### src/rtl/conway_grid_stepper_if.sv
// Board loader / stepper / readback bundle for conway_grid_stepper.
// The master side drives requests and the readback index; the slave side is the engine.
interface conway_grid_stepper_if #(
  parameter int COLS  = 8,
  parameter int ROWS  = 8,
  parameter int GEN_W = 16
);
  localparam int RW = $clog2(ROWS);

  logic             load_valid;
  logic             load_ready;
  logic [RW-1:0]    load_row;
  logic [COLS-1:0]  load_data;

  logic             step_valid;
  logic             step_ready;
  logic [GEN_W-1:0] step_count;

  logic             busy;
  logic             done;
  logic [GEN_W-1:0] generation;

  logic [RW-1:0]    rd_row;
  logic [COLS-1:0]  rd_data;

  modport master (
    output load_valid, load_row, load_data,
    output step_valid, step_count,
    output rd_row,
    input  load_ready, step_ready, busy, done, generation, rd_data
  );

  modport slave (
    input  load_valid, load_row, load_data,
    input  step_valid, step_count,
    input  rd_row,
    output load_ready, step_ready, busy, done, generation, rd_data
  );
endinterface

### src/rtl/conway_grid_stepper.sv
// Row-sequential Game of Life engine: one board row is rewritten per clock while running.
// Define CONWAY_TORUS_WRAP_EN to make the board a torus; otherwise off-board cells are dead.
module conway_grid_stepper #(
  parameter int COLS  = 8,
  parameter int ROWS  = 8,
  parameter int GEN_W = 16
) (
  input  logic                 clk,
  input  logic                 rst_n,
  conway_grid_stepper_if.slave bus
);
  localparam int              RW       = $clog2(ROWS);
  localparam logic [RW-1:0]   LAST_ROW = RW'(ROWS - 1);
  localparam logic [RW:0]     ROWS_LIM = (RW + 1)'(ROWS);
  localparam logic [GEN_W-1:0] ONE_GEN = GEN_W'(1);

`ifdef CONWAY_TORUS_WRAP_EN
  localparam bit WRAP_EN = 1'b1;
`else
  localparam bit WRAP_EN = 1'b0;
`endif

  typedef enum logic [1:0] {
    ST_IDLE,
    ST_RUN,
    ST_FINISH
  } state_t;

  state_t state_reg, state_next;

  logic [COLS-1:0]  board_reg [ROWS];
  logic [RW-1:0]    row_reg;
  logic [GEN_W-1:0] remaining_reg;
  logic [GEN_W-1:0] generation_reg;
  logic [COLS-1:0]  above_reg;
  logic [COLS-1:0]  row0_reg;
  logic [COLS-1:0]  rd_data_reg;

  logic             busy;
  logic             load_fire;
  logic             step_fire;
  logic             step_nonzero;
  logic             load_hit;
  logic             rd_hit;
  logic             last_row;
  logic [RW-1:0]    below_idx;
  logic [COLS-1:0]  above_row;
  logic [COLS-1:0]  cur_row;
  logic [COLS-1:0]  below_row;
  logic [COLS-1:0]  new_row;

  // ---------------------------------------------------------------------------
  // Handshake and status
  // ---------------------------------------------------------------------------
  assign busy         = (state_reg == ST_RUN);
  assign load_fire    = bus.load_valid && !busy;
  assign step_fire    = bus.step_valid && !busy;
  assign step_nonzero = (bus.step_count != '0);
  assign load_hit     = ({1'b0, bus.load_row} < ROWS_LIM);
  assign rd_hit       = ({1'b0, bus.rd_row} < ROWS_LIM);
  assign last_row     = (row_reg == LAST_ROW);
  assign below_idx    = last_row ? '0 : row_reg + 1'b1;

  assign bus.load_ready = !busy;
  assign bus.step_ready = !busy;
  assign bus.busy       = busy;
  assign bus.done       = (state_reg == ST_FINISH);
  assign bus.generation = generation_reg;
  assign bus.rd_data    = rd_data_reg;

  // ---------------------------------------------------------------------------
  // Row window: rows above r are already rewritten, so "above" comes from the
  // saved original; row 0's original is kept aside to serve as "below" of the last row.
  // ---------------------------------------------------------------------------
  always_comb begin
    cur_row   = board_reg[row_reg];
    above_row = above_reg;
    below_row = board_reg[below_idx];
    if (row_reg == '0) begin
      above_row = WRAP_EN ? board_reg[LAST_ROW] : '0;
    end
    if (last_row) begin
      below_row = WRAP_EN ? row0_reg : '0;
    end
  end

  // ---------------------------------------------------------------------------
  // Per-column rule datapath, shared by every row
  // ---------------------------------------------------------------------------
  for (genvar gi = 0; gi < COLS; gi++) begin : g_col
    localparam int LEFT  = (gi == 0) ? COLS - 1 : gi - 1;
    localparam int RIGHT = (gi == COLS - 1) ? 0 : gi + 1;
    localparam bit L_EN  = (gi != 0) || WRAP_EN;
    localparam bit R_EN  = (gi != COLS - 1) || WRAP_EN;

    logic       a_l, a_c, a_r;
    logic       m_l, m_r;
    logic       b_l, b_c, b_r;
    logic [3:0] count;

    assign a_l = L_EN & above_row[LEFT];
    assign a_c = above_row[gi];
    assign a_r = R_EN & above_row[RIGHT];
    assign m_l = L_EN & cur_row[LEFT];
    assign m_r = R_EN & cur_row[RIGHT];
    assign b_l = L_EN & below_row[LEFT];
    assign b_c = below_row[gi];
    assign b_r = R_EN & below_row[RIGHT];

    assign count = {3'b000, a_l} + {3'b000, a_c} + {3'b000, a_r}
                 + {3'b000, m_l} + {3'b000, m_r}
                 + {3'b000, b_l} + {3'b000, b_c} + {3'b000, b_r};

    assign new_row[gi] = (count == 4'd3) || (cur_row[gi] && (count == 4'd2));
  end

  // ---------------------------------------------------------------------------
  // Control FSM
  // ---------------------------------------------------------------------------
  always_ff @(posedge clk or negedge rst_n) begin
    if (!rst_n) begin
      state_reg <= ST_IDLE;
    end else begin
      state_reg <= state_next;
    end
  end

  always_comb begin
    state_next = state_reg;
    case (state_reg)
      // FINISH is not busy, so a step offered there is accepted and started
      // rather than silently dropped.
      ST_IDLE, ST_FINISH: begin
        state_next = ST_IDLE;
        if (step_fire) begin
          state_next = step_nonzero ? ST_RUN : ST_FINISH;
        end
      end
      ST_RUN: begin
        if (last_row && (remaining_reg == ONE_GEN)) begin
          state_next = ST_FINISH;
        end
      end
      default: state_next = ST_IDLE;
    endcase
  end

  // ---------------------------------------------------------------------------
  // Board, counters and readback
  // ---------------------------------------------------------------------------
  always_ff @(posedge clk or negedge rst_n) begin
    if (!rst_n) begin
      for (int r = 0; r < ROWS; r++) begin
        board_reg[r] <= '0;
      end
      row_reg        <= '0;
      remaining_reg  <= '0;
      generation_reg <= '0;
      above_reg      <= '0;
      row0_reg       <= '0;
      rd_data_reg    <= '0;
    end else begin
      if (load_fire && load_hit) begin
        board_reg[bus.load_row] <= bus.load_data;
      end

      if (step_fire && step_nonzero) begin
        remaining_reg <= bus.step_count;
        row_reg       <= '0;
      end

      if (busy) begin
        board_reg[row_reg] <= new_row;
        above_reg          <= cur_row;
        if (row_reg == '0) begin
          row0_reg <= cur_row;
        end
        if (last_row) begin
          generation_reg <= generation_reg + ONE_GEN;
          remaining_reg  <= remaining_reg - ONE_GEN;
          row_reg        <= '0;
        end else begin
          row_reg <= row_reg + 1'b1;
        end
      end

      rd_data_reg <= rd_hit ? board_reg[bus.rd_row] : '0;
    end
  end

endmodule

### src/flat_wrapper.sv
// flat-port wrapper written by rule: the top's interface ports become plain ports
module conway_grid_stepper_flat 
#(
  parameter int COLS  = 8,
  parameter int ROWS  = 8,
  parameter int GEN_W = 16
)
  (clk, rst_n, bus_load_valid, bus_load_row, bus_load_data, bus_step_valid, bus_step_count, bus_rd_row, bus_load_ready, bus_step_ready, bus_busy, bus_done, bus_generation, bus_rd_data);
  conway_grid_stepper_if #(.COLS(COLS), .ROWS(ROWS), .GEN_W(GEN_W)) bus_i ();
  input  logic clk;
  input  logic rst_n;
  input wire logic [$bits(bus_i.load_valid)-1:0] bus_load_valid;
  input wire logic [$bits(bus_i.load_row)-1:0] bus_load_row;
  input wire logic [$bits(bus_i.load_data)-1:0] bus_load_data;
  input wire logic [$bits(bus_i.step_valid)-1:0] bus_step_valid;
  input wire logic [$bits(bus_i.step_count)-1:0] bus_step_count;
  input wire logic [$bits(bus_i.rd_row)-1:0] bus_rd_row;
  output wire logic [$bits(bus_i.load_ready)-1:0] bus_load_ready;
  output wire logic [$bits(bus_i.step_ready)-1:0] bus_step_ready;
  output wire logic [$bits(bus_i.busy)-1:0] bus_busy;
  output wire logic [$bits(bus_i.done)-1:0] bus_done;
  output wire logic [$bits(bus_i.generation)-1:0] bus_generation;
  output wire logic [$bits(bus_i.rd_data)-1:0] bus_rd_data;
  assign bus_i.load_valid = bus_load_valid;
  assign bus_i.load_row = bus_load_row;
  assign bus_i.load_data = bus_load_data;
  assign bus_i.step_valid = bus_step_valid;
  assign bus_i.step_count = bus_step_count;
  assign bus_i.rd_row = bus_rd_row;
  assign bus_load_ready = bus_i.load_ready;
  assign bus_step_ready = bus_i.step_ready;
  assign bus_busy = bus_i.busy;
  assign bus_done = bus_i.done;
  assign bus_generation = bus_i.generation;
  assign bus_rd_data = bus_i.rd_data;
  conway_grid_stepper #(.COLS(COLS), .ROWS(ROWS), .GEN_W(GEN_W)) u_core (.clk(clk), .rst_n(rst_n), .bus(bus_i));
endmodule
### config.mk
export PLATFORM = sky130hd
export DESIGN_NAME = conway_grid_stepper_flat
export DESIGN_NICKNAME = d
export VERILOG_FILES = /design/src/rtl/conway_grid_stepper_if.sv /design/src/rtl/conway_grid_stepper.sv /design/src/flat_wrapper.sv
export SDC_FILE = /design/constraint.sdc
export NUM_CORES = 1
export LEC_CHECK = 0
export ABC_AREA = 1
export ABC_CLOCK_PERIOD_IN_PS = 9800
export CAP_MARGIN = 25
export CORE_MARGIN = 4
export CORE_UTILIZATION = 65
export DETAILED_ROUTE_END_ITERATION = 8
export GPL_ROUTABILITY_DRIVEN = 1
export PLACE_DENSITY = 0.95
export SETUP_SLACK_MARGIN = 0.1
export SYNTH_ARGS = -nofsm -noshare
export SYNTH_HDL_FRONTEND = slang
export SYNTH_SLANG_ARGS = --single-unit
### constraint.sdc
create_clock -name clk -period 9.8 [get_ports clk]
set_input_delay 1.96 -clock clk [delete_from_list [all_inputs] [get_ports clk]]
set_output_delay 1.96 -clock clk [all_outputs]
set_load 0.1 [all_outputs]
==> results.md, run 1 <==
Floorplanning
• number of placement rows: 44
• core box area: 14600 µm²
• full die area: 16900 µm²
• effective utilization at floorplan: 66.5%
• die boundary width: 130 µm
• die height: 130 µm
• IO Pins: 62

Layout
• area delta synth->final: 11.9%
• layout cells sized above 1: 11.2%
• net total in the final layout: 1472
• number of diodes: 0
• number of flip-flops in the largest register: 64

Power
• static leakage: 5.72 nW
• total power of the final layout: 1.23 mW
• largest vdd supply drop: 144 µV
• cell area power density: 113 nW/µm²

Clocking
• post_cts resized: 0
• Clock Tree Buf Depth: 2
• CTS tree: done
• setup fix buffers added after clock tree synthesis: 0
• clock tree root driver cell: sky130_fd_sc_hd__clkbuf_16
• Num CTS Buffers: 17
• insertion delay to the later sink of the worst-skew pair: 0.43 ns
• clock slew seen by the registers of the worst setup and hold paths: 0.06 ns
• number of buffers inserted by hold repair at cts: 0
• Sink Count: 117
• CTS H-Tree Depth: 4

Routing
• vias after detailed routing: 9984
• initial DRC count: 1335
• DRC violation count after routing: 0
• Detailed Routing Iterations Pass 1: 7
• number of nets still failing antenna checks after routing: 0
• detail-routed net length per standard cell: 19.5 µm
• vias per cell: 6.32
• Total Wirelength: 30.8 mm

Timing
• Tmin final: 6.29 ns
• total count of hold-check failures in the final report: 0
• maximum clock frequency: 159 MHz
• Finish-stage setup viols: 0
• Sum Neg Setup Slack: 0 ns
• relative slew slack: 26.4%
• Clock Skews: 0.0137 ns
• measured slew at the worst slew-check pin: 1.10 ns
• RSZ-0062 raised after global routing: no
• number of pins with negative max-slew slack in the final report: 0
• least setup slack across all paths after layout: 3.51 ns
• final period utilization: 64.2%
• worst hold margin: 0.494 ns

Hold path
• class of the worst hold path: register to register

Global routing
• Remaining Overflow, GRT: 0
• vias in the first global route: 9798
• antenna violations before repair: 0
• wire length of the first global-routing pass: 48.9 mm
• maximum number of pins on one net before global-route repair: 75
• overall global routing resource usage: 37.4%

Status
• result of the run: complete, no violations

Synth
• count of different cell masters after synthesis: 34
• most frequent cell after synthesis: sky130_fd_sc_hd__nand2_1
• largest area contributor in the synthesized netlist: sky130_fd_sc_hd__dfrtp_1
• fraction of registers with async set or reset after synthesis: 100%
• main area contributors after synthesis: sky130_fd_sc_hd__dfrtp_1, sky130_fd_sc_hd__nand2_1, sky130_fd_sc_hd__o211ai_2
• leading post-synthesis cells by instance count: sky130_fd_sc_hd__nand2_1, sky130_fd_sc_hd__inv_1, sky130_fd_sc_hd__nand3_1
• Post-Synthesis Mean Instance Area: 7.16 µm²
• Most used DFF post-synth: sky130_fd_sc_hd__dfrtp_1
• number of enable-type register cells in the synthesized netlist: 0
• post-synthesis instance area: 9700 µm²
• Seq cells post-synth: 117
• synth warn: 0
• area share of the largest cell type after synthesis: 30.2%
• share of synthesized area occupied by flip-flops and latches: 30.2%
• net count of the mapped netlist: 1444
• synthesized instance count: 1355

Run
• number of maximum-capacitance constraint violations: 0

Setup path
• data arrival time of the critical path: 6.65 ns
• type of element launching the critical path: register
• required time reported for the critical path endpoint: 10.16 ns
• FF-to-FF setup slack: 3.51 ns
• capturing element type of the critical path: register
• type of the setup path with the least slack: register to register
• peak fanout along the critical path: 53

Placed design
• gp weighted congestion: 0.993
• worst slack at placement: 3.85 ns
• total of buffers placed on input and output ports: 61
• post-detail-place hpwl: 20.2 mm

## cells in the final DEF, fill, tap and decap left out, types with 5 or more instances in the layout
| master | count |
|---|---|
| sky130_fd_sc_hd__inv_2 | 16 |
| sky130_fd_sc_hd__clkdlybuf4s50_1 | 60 |
| sky130_fd_sc_hd__o211ai_2 | 64 |
| sky130_fd_sc_hd__nand2_1 | 426 |
| sky130_fd_sc_hd__nor3_1 | 11 |
| sky130_fd_sc_hd__nand2_4 | 10 |
| sky130_fd_sc_hd__clkbuf_16 | 17 |
| sky130_fd_sc_hd__dfrtp_1 | 117 |
| sky130_fd_sc_hd__a21oi_1 | 71 |
| sky130_fd_sc_hd__buf_4 | 7 |
| sky130_fd_sc_hd__o21ai_1 | 41 |
| sky130_fd_sc_hd__ha_1 | 27 |
| sky130_fd_sc_hd__nor2_2 | 8 |
| sky130_fd_sc_hd__o21ai_0 | 51 |
| sky130_fd_sc_hd__xnor2_1 | 7 |
| sky130_fd_sc_hd__inv_1 | 163 |
| sky130_fd_sc_hd__xor2_1 | 8 |
| sky130_fd_sc_hd__nor2_1 | 85 |
| sky130_fd_sc_hd__nand3_1 | 119 |
| sky130_fd_sc_hd__fa_1 | 28 |
| sky130_fd_sc_hd__nand2_2 | 5 |
| sky130_fd_sc_hd__a31oi_1 | 8 |
| sky130_fd_sc_hd__nand4_1 | 5 |
| sky130_fd_sc_hd__nor2_4 | 8 |
## metal layers
metal  track usage (%)  routed length, µm  vias up  part of all wire [%]
met2              58.8              13800      826                    45
met1              44.3              10400     4518                    34
met3              11.2               4260      214                    14
li1                  -                  -     4426                     -
met5                 0                  0        -                     0
met4              24.8               2320        0                   7.5
## worst paths after layout
check                                                        to  cells past startpoint                       startpoint
max                              u_core.board_reg[12]$_DFF_PN0_                     20    u_core.row_reg[0]$_DFFE_PN0P_
min                             u_core.above_reg[1]$_DFFE_PN0P_                      2  u_core.above_reg[1]$_DFFE_PN0P_
max reg2reg                      u_core.board_reg[12]$_DFF_PN0_                     20    u_core.row_reg[0]$_DFFE_PN0P_
min reg2reg                     u_core.above_reg[1]$_DFFE_PN0P_                      2  u_core.above_reg[1]$_DFFE_PN0P_
max in group asynchronous  u_core.bus.generation[1]$_DFFE_PN0P_                      2                            rst_n
min in group asynchronous       u_core.state_reg[1]$_DFFE_PN0P_                      1                            rst_n
## through the flow
stage	instance area [µm²]	instances	utilization, %
2_1_floorplan	9700	1355	-
3_3_place_gp	10200	1546	70.1
3_5_place_dp	10200	1547	70.1
4_1_cts	10800	1579	74.4
5_1_grt	10900	1580	74.4
6_report	10900	1580	74.4
## critical path, cell delays in order (launching register included)
cell                      delay (ns)
sky130_fd_sc_hd__dfrtp_1        0.32
sky130_fd_sc_hd__buf_4          0.46
sky130_fd_sc_hd__inv_2          0.07
sky130_fd_sc_hd__ha_1           0.64
sky130_fd_sc_hd__inv_1          0.40
sky130_fd_sc_hd__a21oi_1        0.28
sky130_fd_sc_hd__o21ai_1        0.11
sky130_fd_sc_hd__nand3_1        0.13
sky130_fd_sc_hd__nand2_1        0.08
sky130_fd_sc_hd__nor2_1         0.27
sky130_fd_sc_hd__inv_1          0.15
sky130_fd_sc_hd__fa_1           0.55
sky130_fd_sc_hd__inv_1          0.05
sky130_fd_sc_hd__fa_1           0.48
sky130_fd_sc_hd__inv_1          0.06
sky130_fd_sc_hd__fa_1           0.41
sky130_fd_sc_hd__fa_1           0.39
sky130_fd_sc_hd__xnor2_1        0.14
sky130_fd_sc_hd__nor3_1         0.87
sky130_fd_sc_hd__nand3_1        0.20
sky130_fd_sc_hd__nand2_1        0.11
## power by group
| part | total [mW] | internal, mW | switching (mW) | leakage, nW |
|---|---|---|---|---|
| logic | 0.0847 | 0.0230 | 0.0617 | 3.88 |
| registers | 0.487 | 0.486 | 0.00117 | 1.55 |
| clock network | 0.659 | 0.409 | 0.251 | 0.293 |
## cell families after synthesis
| family | synth area share (%) |
|---|---|
| AOI/OAI and AO/OA | 18.0 |
| xor gates and xnor gates | 1.35 |
| adders and majority gates | 9.26 |
| buffers and inverters | 10.6 |
| DFF | 30.2 |
| and+or+nand+nor | 30.6 |
## cell type report
cell class | count | area (µm²)
multi-input cells | 999 | 5750
fillers | 1053 | 3740
flip-flops and latches | 117 | 2930
inverters | 179 | 672
repair buffers | 69 | 663
clock buffers | 18 | 439
well taps | 184 | 230
clock inverters | 14 | 175
No activity file was read; power rests on OpenSTA's default activity.
==> inputs of run 2 (changes only) <==
- ABC_CLOCK_PERIOD_IN_PS: 9800 -> 5100
- CORE_UTILIZATION: 65 -> 55
- PLACE_DENSITY: 0.95 -> 0.9
- clock period: 9.8 -> 5.1 ns (I/O delays scaled with it)
==> results.md, run 2 (synthesized netlist as in run 1, its figures left out) <==
Setup path
• type of the setup path with the least slack: register to register
• type of element launching the critical path: register
• worst-case reg-to-reg path depth: 18, -10%
• capturing element type of the critical path: register
• required time reported for the critical path endpoint: 5.47 ns, -4.69 ns
• data arrival time of the critical path: 5.03 ns, -1.62 ns
• peak fanout along the critical path: 51, -3.8%

Floorplanning
• effective utilization at floorplan: 56.1%, -10 points
• number of placement rows: 48, +9.1%
• full die area: 19800 µm², +17%
• die height: 141 µm, +8.2%
• core box area: 17300 µm², +19%
• die boundary width: 141 µm, +8.2%
• IO Pins: 62, unchanged

Power
• total power of the final layout: 2.30 mW, +87%
• largest vdd supply drop: 269 µV, +87%
• cell area power density: 209 nW/µm², +84%
• static leakage: 5.78 nW, +1.0%

Global routing
• maximum number of pins on one net before global-route repair: 72, -4.0%
• Remaining Overflow, GRT: 0, unchanged
• busiest layer in global routing: met2
• met3 capacity usage during global routing: 8.38%, -2.8 points
• overall global routing resource usage: 32.4%, -4.9 points
• vias in the first global route: 9892, +0.96%
• wire length of the first global-routing pass: 50.7 mm, +3.6%
• antenna violations before repair: 0, unchanged
• grt met2 use: 51.1%, -7.7 points
• met1 usage in global routing: 39.8%, -4.5 points

Status
• violations in the final reports: design-rule violations
• result of the run: complete, but fails checks

Routing
• Detailed Routing Iterations Pass 1: 9, +2
• vias per cell: 6.06, -4.1%
• initial DRC count: 1278, -4.3%
• number of nets still failing antenna checks after routing: 0, unchanged
• Total Wirelength: 31.4 mm, +2.0%
• vias after detailed routing: 9898, -0.86%
• detail-routed net length per standard cell: 19.2 µm, -1.4%
• DRC violation count after routing: 1, +1

Layout
• commonest non-fill, non-tap cells in the layout: sky130_fd_sc_hd__nand2_1, sky130_fd_sc_hd__inv_1, sky130_fd_sc_hd__nand3_1
• area delta synth->final: 13.3%
• number of diodes: 0, unchanged
• Finished Core Util: 63.5%, -11 points
• leading cell type in the layout, fill and taps excluded: sky130_fd_sc_hd__nand2_1
• layout cells sized above 1: 11.9%, +0.68 points
• net total in the final layout: 1485, +0.88%
• number of flip-flops in the largest register: 64, unchanged
• Layout fillers: 1459, +39%
• final non-filler cell area: 11000 µm², +1.3%
• Final Non-Filler Cells: 1634, +3.4%

Placed design
• post-detail-place hpwl: 21.2 mm, +5.1%
• gp weighted congestion: 1.02, +2.4%
• worst slack at placement: 0.543 ns, -3.30 ns
• cell area reported after detailed placement: 10400 µm², +1.5%
• DP Cell Count: 1601, +3.5%
• total of buffers placed on input and output ports: 61, unchanged

Timing
• total count of hold-check failures in the final report: 0, unchanged
• worst hold margin: 0.385 ns, -0.109 ns
• Finish-stage setup viols: 0, unchanged
• relative slew slack: 33.4%, +6.9 points
• number of pins with negative max-slew slack in the final report: 0, unchanged
• least setup slack across all paths after layout: 0.437 ns, -3.07 ns
• final period utilization: 91.4%, +27 points
• Sum Neg Setup Slack: 0 ns, unchanged
• maximum clock frequency: 214 MHz, +35%
• RSZ-0062 raised after global routing: no
• Tmin final: 4.66 ns, -1.63 ns
• Clock Skews: 0.0106 ns, -0.00314 ns
• measured slew at the worst slew-check pin: 0.996 ns, -0.0989 ns

Clocking
• insertion delay to the later sink of the worst-skew pair: 0.43 ns, about the same
• Sink Count: 117, unchanged
• clock tree root driver cell: sky130_fd_sc_hd__clkbuf_16
• post_cts resized: 0, unchanged
• clock slew seen by the registers of the worst setup and hold paths: 0.06 ns, about the same
• CTS tree: done
• setup fix buffers added after clock tree synthesis: 0, unchanged
• Clock Tree Buf Depth: 2, unchanged
• CTS H-Tree Depth: 4, unchanged
• number of buffers inserted by hold repair at cts: 0, unchanged
• Num CTS Buffers: 17, unchanged

Hold path
• class of the worst hold path: primary input to asynchronous set/reset pin

Run
• number of maximum-capacitance constraint violations: 0, unchanged

[run 2: cell types whose count changed in the layout (fill, tap and decap cells not counted)]
cell / change
sky130_fd_sc_hd__buf_16: +1
sky130_fd_sc_hd__buf_2: -2
sky130_fd_sc_hd__buf_4: +14
sky130_fd_sc_hd__bufinv_16: -1
sky130_fd_sc_hd__clkbuf_1: +2
sky130_fd_sc_hd__clkinv_2: +2
sky130_fd_sc_hd__clkinvlp_4: -1
sky130_fd_sc_hd__inv_6: -2
[run 2: path summary, 6_finish.rpt]
check | start | end | slack (ns)
min reg2reg | u_core.above_reg[1]$_DFFE_PN0P_ | u_core.above_reg[1]$_DFFE_PN0P_ | 0.49
min in group clk | u_core.above_reg[1]$_DFFE_PN0P_ | u_core.above_reg[1]$_DFFE_PN0P_ | 0.49
min | rst_n | u_core.remaining_reg[10]$_DFF_PN0_ | 0.38
max in group asynchronous | rst_n | u_core.board_reg[28]$_DFF_PN0_ | 3.75
max reg2reg | u_core.row_reg[0]$_DFFE_PN0P_ | u_core.board_reg[60]$_DFF_PN0_ | 0.44
max | u_core.row_reg[0]$_DFFE_PN0P_ | u_core.board_reg[60]$_DFF_PN0_ | 0.44
[run 2: area by class of cell]
class	count	area, µm²	share of cell area (%)
clock buffers	20	447	4.06
clock inverters	12	130	1.18
flip-flops and latches	117	2930	26.6
well taps	225	282	2.56
repair buffers	82	786	7.15
inverters	179	672	6.11
multi-input cells	999	5750	52.3
[run 2: per-layer routing]
metal	routed length [µm]	up-vias	share of wire [%]
li1	-	4457	-
met4	2140	0	6.8
met2	14100	716	45
met1	11200	4505	36
met5	0	-	0
met3	3900	220	12
[run 2: critical path, cell delays in order (launching register included)]
cell and delay, ns:
sky130_fd_sc_hd__dfrtp_1 0.40, sky130_fd_sc_hd__inv_2 0.07, sky130_fd_sc_hd__buf_4 0.46, sky130_fd_sc_hd__nand2_1 0.29, sky130_fd_sc_hd__o21ai_0 0.25, sky130_fd_sc_hd__a21oi_1 0.12
sky130_fd_sc_hd__nor2_1 0.25, sky130_fd_sc_hd__inv_1 0.15, sky130_fd_sc_hd__fa_1 0.56, sky130_fd_sc_hd__inv_1 0.05, sky130_fd_sc_hd__fa_1 0.47, sky130_fd_sc_hd__inv_1 0.05
sky130_fd_sc_hd__fa_1 0.40, sky130_fd_sc_hd__fa_1 0.39, sky130_fd_sc_hd__xnor2_1 0.14, sky130_fd_sc_hd__nor3_1 0.17, sky130_fd_sc_hd__buf_4 0.18, sky130_fd_sc_hd__nand3_1 0.09
sky130_fd_sc_hd__nand2_1 0.10
[run 2: power by group]
group / internal, mW / leakage [nW] / total, mW / switching [mW]
Combinational: 0.0473 / 3.95 / 0.165 / 0.118
Clock: 0.731 / 0.280 / 1.20 / 0.468
Sequential: 0.934 / 1.55 / 0.937 / 0.00216
Total: 1.71 / 5.78 / 2.30 / 0.588
==> inputs of run 3 (changes only) <==
- CTS_CLUSTER_SIZE: default -> 30
==> results of run 3 <==
The final DEF is identical to that of run 2; final timing and power are the same.
